<file path="src/rtl/lcd_timing_gen.sv">
// Raster timing generator. It waits for the PLL to lock, lets the clock settle,
// then produces sync, data-enable and pixel coordinates, all registered.
module lcd_timing_gen #(
  parameter int H_ACTIVE  = 640,
  parameter int H_FP      = 16,
  parameter int H_SYNC    = 96,
  parameter int H_BP      = 48,
  parameter int V_ACTIVE  = 480,
  parameter int V_FP      = 10,
  parameter int V_SYNC    = 2,
  parameter int V_BP      = 33,
  parameter bit HS_POL    = 1'b0,
  parameter bit VS_POL    = 1'b0,
  parameter int LOCK_WAIT = 1024
) (
  input  logic       clock,
  input  logic       reset,
  input  logic       locked,
  output logic       hsync,
  output logic       vsync,
  output logic       de,
  output logic [9:0] x,
  output logic [9:0] y,
  output logic       frame_start,
  output logic       running
);

  localparam int H_TOTAL = H_ACTIVE + H_FP + H_SYNC + H_BP;
  localparam int V_TOTAL = V_ACTIVE + V_FP + V_SYNC + V_BP;

  localparam logic [9:0]  H_LAST      = 10'(H_TOTAL - 1);
  localparam logic [9:0]  V_LAST      = 10'(V_TOTAL - 1);
  localparam logic [10:0] H_ACT_END   = 11'(H_ACTIVE);
  localparam logic [10:0] V_ACT_END   = 11'(V_ACTIVE);
  localparam logic [10:0] HS_START    = 11'(H_ACTIVE + H_FP);
  localparam logic [10:0] HS_END      = 11'(H_ACTIVE + H_FP + H_SYNC);
  localparam logic [10:0] VS_START    = 11'(V_ACTIVE + V_FP);
  localparam logic [10:0] VS_END      = 11'(V_ACTIVE + V_FP + V_SYNC);
  localparam logic [15:0] SETTLE_LAST = 16'(LOCK_WAIT - 1);

  typedef enum logic [1:0] {
    WAIT_LOCK,
    SETTLE,
    RUN
  } state_t;

  state_t      r_state;
  logic        r_lock_meta;
  logic        r_lock_s;
  logic [15:0] r_settle_cnt;
  logic [9:0]  r_h_cnt;
  logic [9:0]  r_v_cnt;

  logic        w_de;
  logic        w_hs_act;
  logic        w_vs_act;
  logic        w_origin;

  // Stage 0: bring the asynchronous lock flag into the pixel-clock domain
  always_ff @(posedge clock) begin
    if (reset) begin
      r_lock_meta <= 1'b0;
      r_lock_s    <= 1'b0;
    end else begin
      r_lock_meta <= locked;
      r_lock_s    <= r_lock_meta;
    end
  end

  // Stage 1: lock/settle/run sequencing and raster counters
  always_ff @(posedge clock) begin
    if (reset) begin
      r_state      <= WAIT_LOCK;
      r_settle_cnt <= 16'd0;
      r_h_cnt      <= 10'd0;
      r_v_cnt      <= 10'd0;
      running      <= 1'b0;
    end else begin
      case (r_state)
        WAIT_LOCK: begin
          if (r_lock_s) begin
            r_state      <= SETTLE;
            r_settle_cnt <= 16'd0;
          end
        end
        SETTLE: begin
          if (!r_lock_s) begin
            r_state <= WAIT_LOCK;
          end else if (r_settle_cnt == SETTLE_LAST) begin
            r_state <= RUN;
            r_h_cnt <= 10'd0;
            r_v_cnt <= 10'd0;
            running <= 1'b1;
          end else begin
            r_settle_cnt <= r_settle_cnt + 16'd1;
          end
        end
        RUN: begin
          if (!r_lock_s) begin
            r_state <= WAIT_LOCK;
            r_h_cnt <= 10'd0;
            r_v_cnt <= 10'd0;
            running <= 1'b0;
          end else if (r_h_cnt == H_LAST) begin
            r_h_cnt <= 10'd0;
            r_v_cnt <= (r_v_cnt == V_LAST) ? 10'd0 : r_v_cnt + 10'd1;
          end else begin
            r_h_cnt <= r_h_cnt + 10'd1;
          end
        end
        default: begin
          r_state <= WAIT_LOCK;
          running <= 1'b0;
        end
      endcase
    end
  end

  // Decode compares are one bit wider so a region ending at 1024 still works
  assign w_de     = ({1'b0, r_h_cnt} < H_ACT_END) && ({1'b0, r_v_cnt} < V_ACT_END);
  assign w_hs_act = ({1'b0, r_h_cnt} >= HS_START) && ({1'b0, r_h_cnt} < HS_END);
  assign w_vs_act = ({1'b0, r_v_cnt} >= VS_START) && ({1'b0, r_v_cnt} < VS_END);
  assign w_origin = (r_h_cnt == 10'd0) && (r_v_cnt == 10'd0);

  // Stage 2: registered pin outputs, forced idle outside RUN
  always_ff @(posedge clock) begin
    if (reset || (r_state != RUN)) begin
      hsync       <= ~HS_POL;
      vsync       <= ~VS_POL;
      de          <= 1'b0;
      x           <= 10'd0;
      y           <= 10'd0;
      frame_start <= 1'b0;
    end else begin
      hsync       <= w_hs_act ? HS_POL : ~HS_POL;
      vsync       <= w_vs_act ? VS_POL : ~VS_POL;
      de          <= w_de;
      x           <= w_de ? r_h_cnt : 10'd0;
      y           <= w_de ? r_v_cnt : 10'd0;
      frame_start <= w_de && w_origin;
    end
  end

endmodule
</file>
<file path="config.mk">
export PLATFORM = sky130hd
export DESIGN_NAME = lcd_timing_gen
export DESIGN_NICKNAME = d
export VERILOG_FILES = /design/src/rtl/lcd_timing_gen.sv
export SDC_FILE = /design/constraint.sdc
export NUM_CORES = 1
export LEC_CHECK = 0
export BUFFER_PORTS_ARGS = -buffer_cell sky130_fd_sc_hd__buf_2
export CELL_PAD_IN_SITES_DETAIL_PLACEMENT = 0
export CELL_PAD_IN_SITES_GLOBAL_PLACEMENT = 2
export CORE_AREA = 2 2 67 132
export DETAILED_ROUTE_END_ITERATION = 16
export DIE_AREA = 0 0 69 134
export PLACE_DENSITY = 0.72
export SYNTH_ARGS = -nofsm -noshare
export SYNTH_HDL_FRONTEND = slang
export SYNTH_SLANG_ARGS = --single-unit
</file>
<file path="constraint.sdc">
create_clock -name clock -period 2 [get_ports clock]
set_input_delay 0.2 -clock clock [delete_from_list [all_inputs] [get_ports clock]]
set_output_delay 0.2 -clock clock [all_outputs]
set_load 0.02 [all_outputs]
</file>
==> results.sh <==
export IMPL_ys_ff_latch=65
export IMPL_via_count=2554
export IMPL_path_clk_slew_ps=50
export IMPL_cts_buffers=9
export IMPL_avgSynthCellArea_um2=8.93
export IMPL_cts_tree="done"
export IMPL_die_height_um=134
export IMPL_ir_drop_mv=0.489
export IMPL_arrival_ps=2170
export IMPL_synthesis_nets=331
export IMPL_final_area_um2=3690
export IMPL_die_area_um2=9250
export IMPL_grt_pass1_wl_um=12900
export IMPL_startpoint_type="register"
export IMPL_slew_limit_headroom_pct=66.4
export IMPL_overflow=0
export IMPL_drive_above_1_share_pct=23.8
export IMPL_final_min_period_over_clock_period_pct=97.0
export IMPL_ctsRootBufferMaster="clkbuf_16"
export IMPL_place_congestion=0.778
export IMPL_cts_sinks=65
export IMPL_min_path_type="in -> reg"
export IMPL_yosysTopAreaCellShare_pct=45.1
export IMPL_r2r_start="r_settle_cnt[10]$_SDFFE_PP0P_"
export IMPL_pin_count=28
export IMPL_ctsLongestPathBuffers=2
export IMPL_whs_endpoint="r_lock_meta$_SDFF_PP0_"
export IMPL_area_growth_pct=27.9
export IMPL_clkLatencyLatePin_ps=320
export IMPL_fin_util_pct=44.8
export IMPL_hold_path_depth=2
export IMPL_drtIter0Drc=102
export IMPL_core_area_um2=8230
export IMPL_setup_worst_path_class="reg -> reg"
export IMPL_grt_pass1_vias=2644
export IMPL_grt_max_degree=29
export IMPL_layout_setup_ws_ps=60.2
export IMPL_row_count=47
export IMPL_outcome="complete, no violations"
export IMPL_slew_viol_final=0
export IMPL_routed_wl_um=7920
export IMPL_cp_required_ps=2230
export IMPL_yosysTopAreaCell="dfxtp_1"
export IMPL_endpoint_kind="register"
export IMPL_grtUsageTotal_pct=17.7
export IMPL_nNetsFinal=390
export IMPL_synth_edff_count=0
export IMPL_synthTopCellsByCount="dfxtp_1 (65), nor2_1 (30), o21ai_0 (25), and2_1 (20), nor2b_1 (17)"
export IMPL_worstHoldStart="locked"
export IMPL_worstReg2RegEnd="r_v_cnt[6]$_SDFFE_PP0P_"
export IMPL_n_antenna_cell=0
export IMPL_slowest_stage="nor4_2"
export IMPL_period_needed_ps=1940
export IMPL_finalHoldViolCount=0
export IMPL_critPathMaxFanout=9
export IMPL_setup_tns_ps=0
export IMPL_place_area_um2=3360
export IMPL_syn_cell_area_um2=2890
export IMPL_wl_per_cell_um=16.3
export IMPL_worst_pin_slew_ps=503
export IMPL_port_buffers=27
export IMPL_ys_flop_type="dfxtp_1"
export IMPL_r2r_slack_ps=60
export IMPL_powerDensity_nw_per_um2=827
export IMPL_vias_per_cell=5.27
export IMPL_antenna_found_initial=0
export IMPL_ant_nets=0
export IMPL_p_leak_uw=0.00152
export IMPL_synth_most_common_cell="dfxtp_1"
export IMPL_first_pass_iters=5
export IMPL_fmax_mhz=516
export IMPL_netlist_cell_type_count=54
export IMPL_initial_utilization_pct=35.0
export IMPL_clock_skew_ps=3.76
export IMPL_htree_levels=3
export IMPL_dp_slack_ps=82.9
export IMPL_reg2reg_depth=6
export IMPL_hpwl_um=5940
export IMPL_cp_cell_sequence="nor4_2, and3_1, nand2_2, a211o_1, buf_12, o31ai_1"
export IMPL_max_cap_viol_count=0
export IMPL_yosysSeqAreaShare_pct=45.1
export IMPL_drc=0
export IMPL_synthTopCellsByArea="dfxtp_1 (45%), and2_1 (4.3%), o21ai_0 (4.3%)"
export IMPL_setup_viol=0
export IMPL_max_stage_delay_ps=400
export IMPL_power_total_uw=3050
export IMPL_syn_inst=323
export IMPL_synth_async_sr_flop_share_pct=0
export IMPL_die_width_um=69
export IMPL_synth_warnings=0
export IMPL_rsz0062_at_grt="no"
==> worst max path at each step <==
stage / start / endpoint / depth (start not counted)
floorplan: r_settle_cnt[1]$_SDFFE_PP0P_ / r_settle_cnt[1]$_SDFFE_PP0P_ / 7
CTS: r_settle_cnt[10]$_SDFFE_PP0P_ / r_v_cnt[6]$_SDFFE_PP0P_ / 6
detailed placement: r_settle_cnt[10]$_SDFFE_PP0P_ / r_v_cnt[6]$_SDFFE_PP0P_ / 6
global route: r_settle_cnt[1]$_SDFFE_PP0P_ / r_settle_cnt[1]$_SDFFE_PP0P_ / 6
global placement: r_settle_cnt[0]$_SDFFE_PP0P_ / r_settle_cnt[1]$_SDFFE_PP0P_ / 6
finish: r_settle_cnt[10]$_SDFFE_PP0P_ / r_v_cnt[6]$_SDFFE_PP0P_ / 6
==> metal layers <==
layer,up-vias,wire length (µm),GRT usage (%)
met4,0,155,8.71
met2,37,4640,34.6
li1,1272,-,-
met3,12,203,4.06
met5,-,0,0
met1,1233,2920,16.7
==> logic make-up after synthesis <==
group | share of synthesized area, %
muxes | 0.347
buffers and inverters | 3.21
DFF | 45.1
and+or+nand+nor | 30.4
xor gates and xnor gates | 3.04
other | 0.130
adders and majority gates | 2.17
AOI/OAI and AO/OA | 15.7
==> sequential cells by signal, indices dropped and copies added (netlist names) <==
name          flops
de                1
r_h_cnt          10
r_lock_s          1
r_v_cnt          10
frame_start       1
r_lock_meta       1
running           1
vsync             1
r_settle_cnt     16
hsync             1
y                10
x                10
r_state           2
==> area by class of cell <==
class                      count  area, µm²
inverter                       8       30.0
clock inverter                 5       77.6
fill                         854       4540
timing repair buffer          62        410
sequential                    65       1300
tap                           98        123
multi-input combinational    236       1500
clock buffer                  11        253
==> power by group <==
group | total [µW] | switching, µW | internal [µW]
Clock | 1710 | 556 | 1150
Combinational | 40.1 | 27.8 | 12.3
Sequential | 1300 | 3.57 | 1300
==> worst max-delay path, delay by kind of cell (launching register included) <==
| family | cells | cell delay (ps) |
|---|---|---|
| and+or+nand+nor | 3 | 780 |
| buffers and inverters | 1 | 150 |
| DFF | 1 | 360 |
| AOI/OAI and AO/OA | 2 | 560 |
==> through the flow <==
stage | hold slack, ps | cells
after floorplan | 328 | 323
after global placement | 422 | 469
after detailed placement | 421 | 469
after CTS | 73.5 | 485
after global routing | 92.2 | 485
final | 87.6 | 485
==> placed cells by master (no fill, tap or decap), types with 8 or more instances in the layout <==
master and n:
dfxtp_1 64, buf_4 34, nor2_1 30, buf_2 27, o21ai_0 24, and2_1 20, nor2b_1 17, a21oi_1 15
nand2_1 12, nand3_1 11, xor2_1 10, clkbuf_16 9, inv_1 8, nand4_1 8
==> repair_timing <==
action,CTS,global route
hold buffers,0,0
resized for setup,0,4
setup endpoints to repair,0,6
buffers inserted,0,0
(Power assumes the default switching activity.)
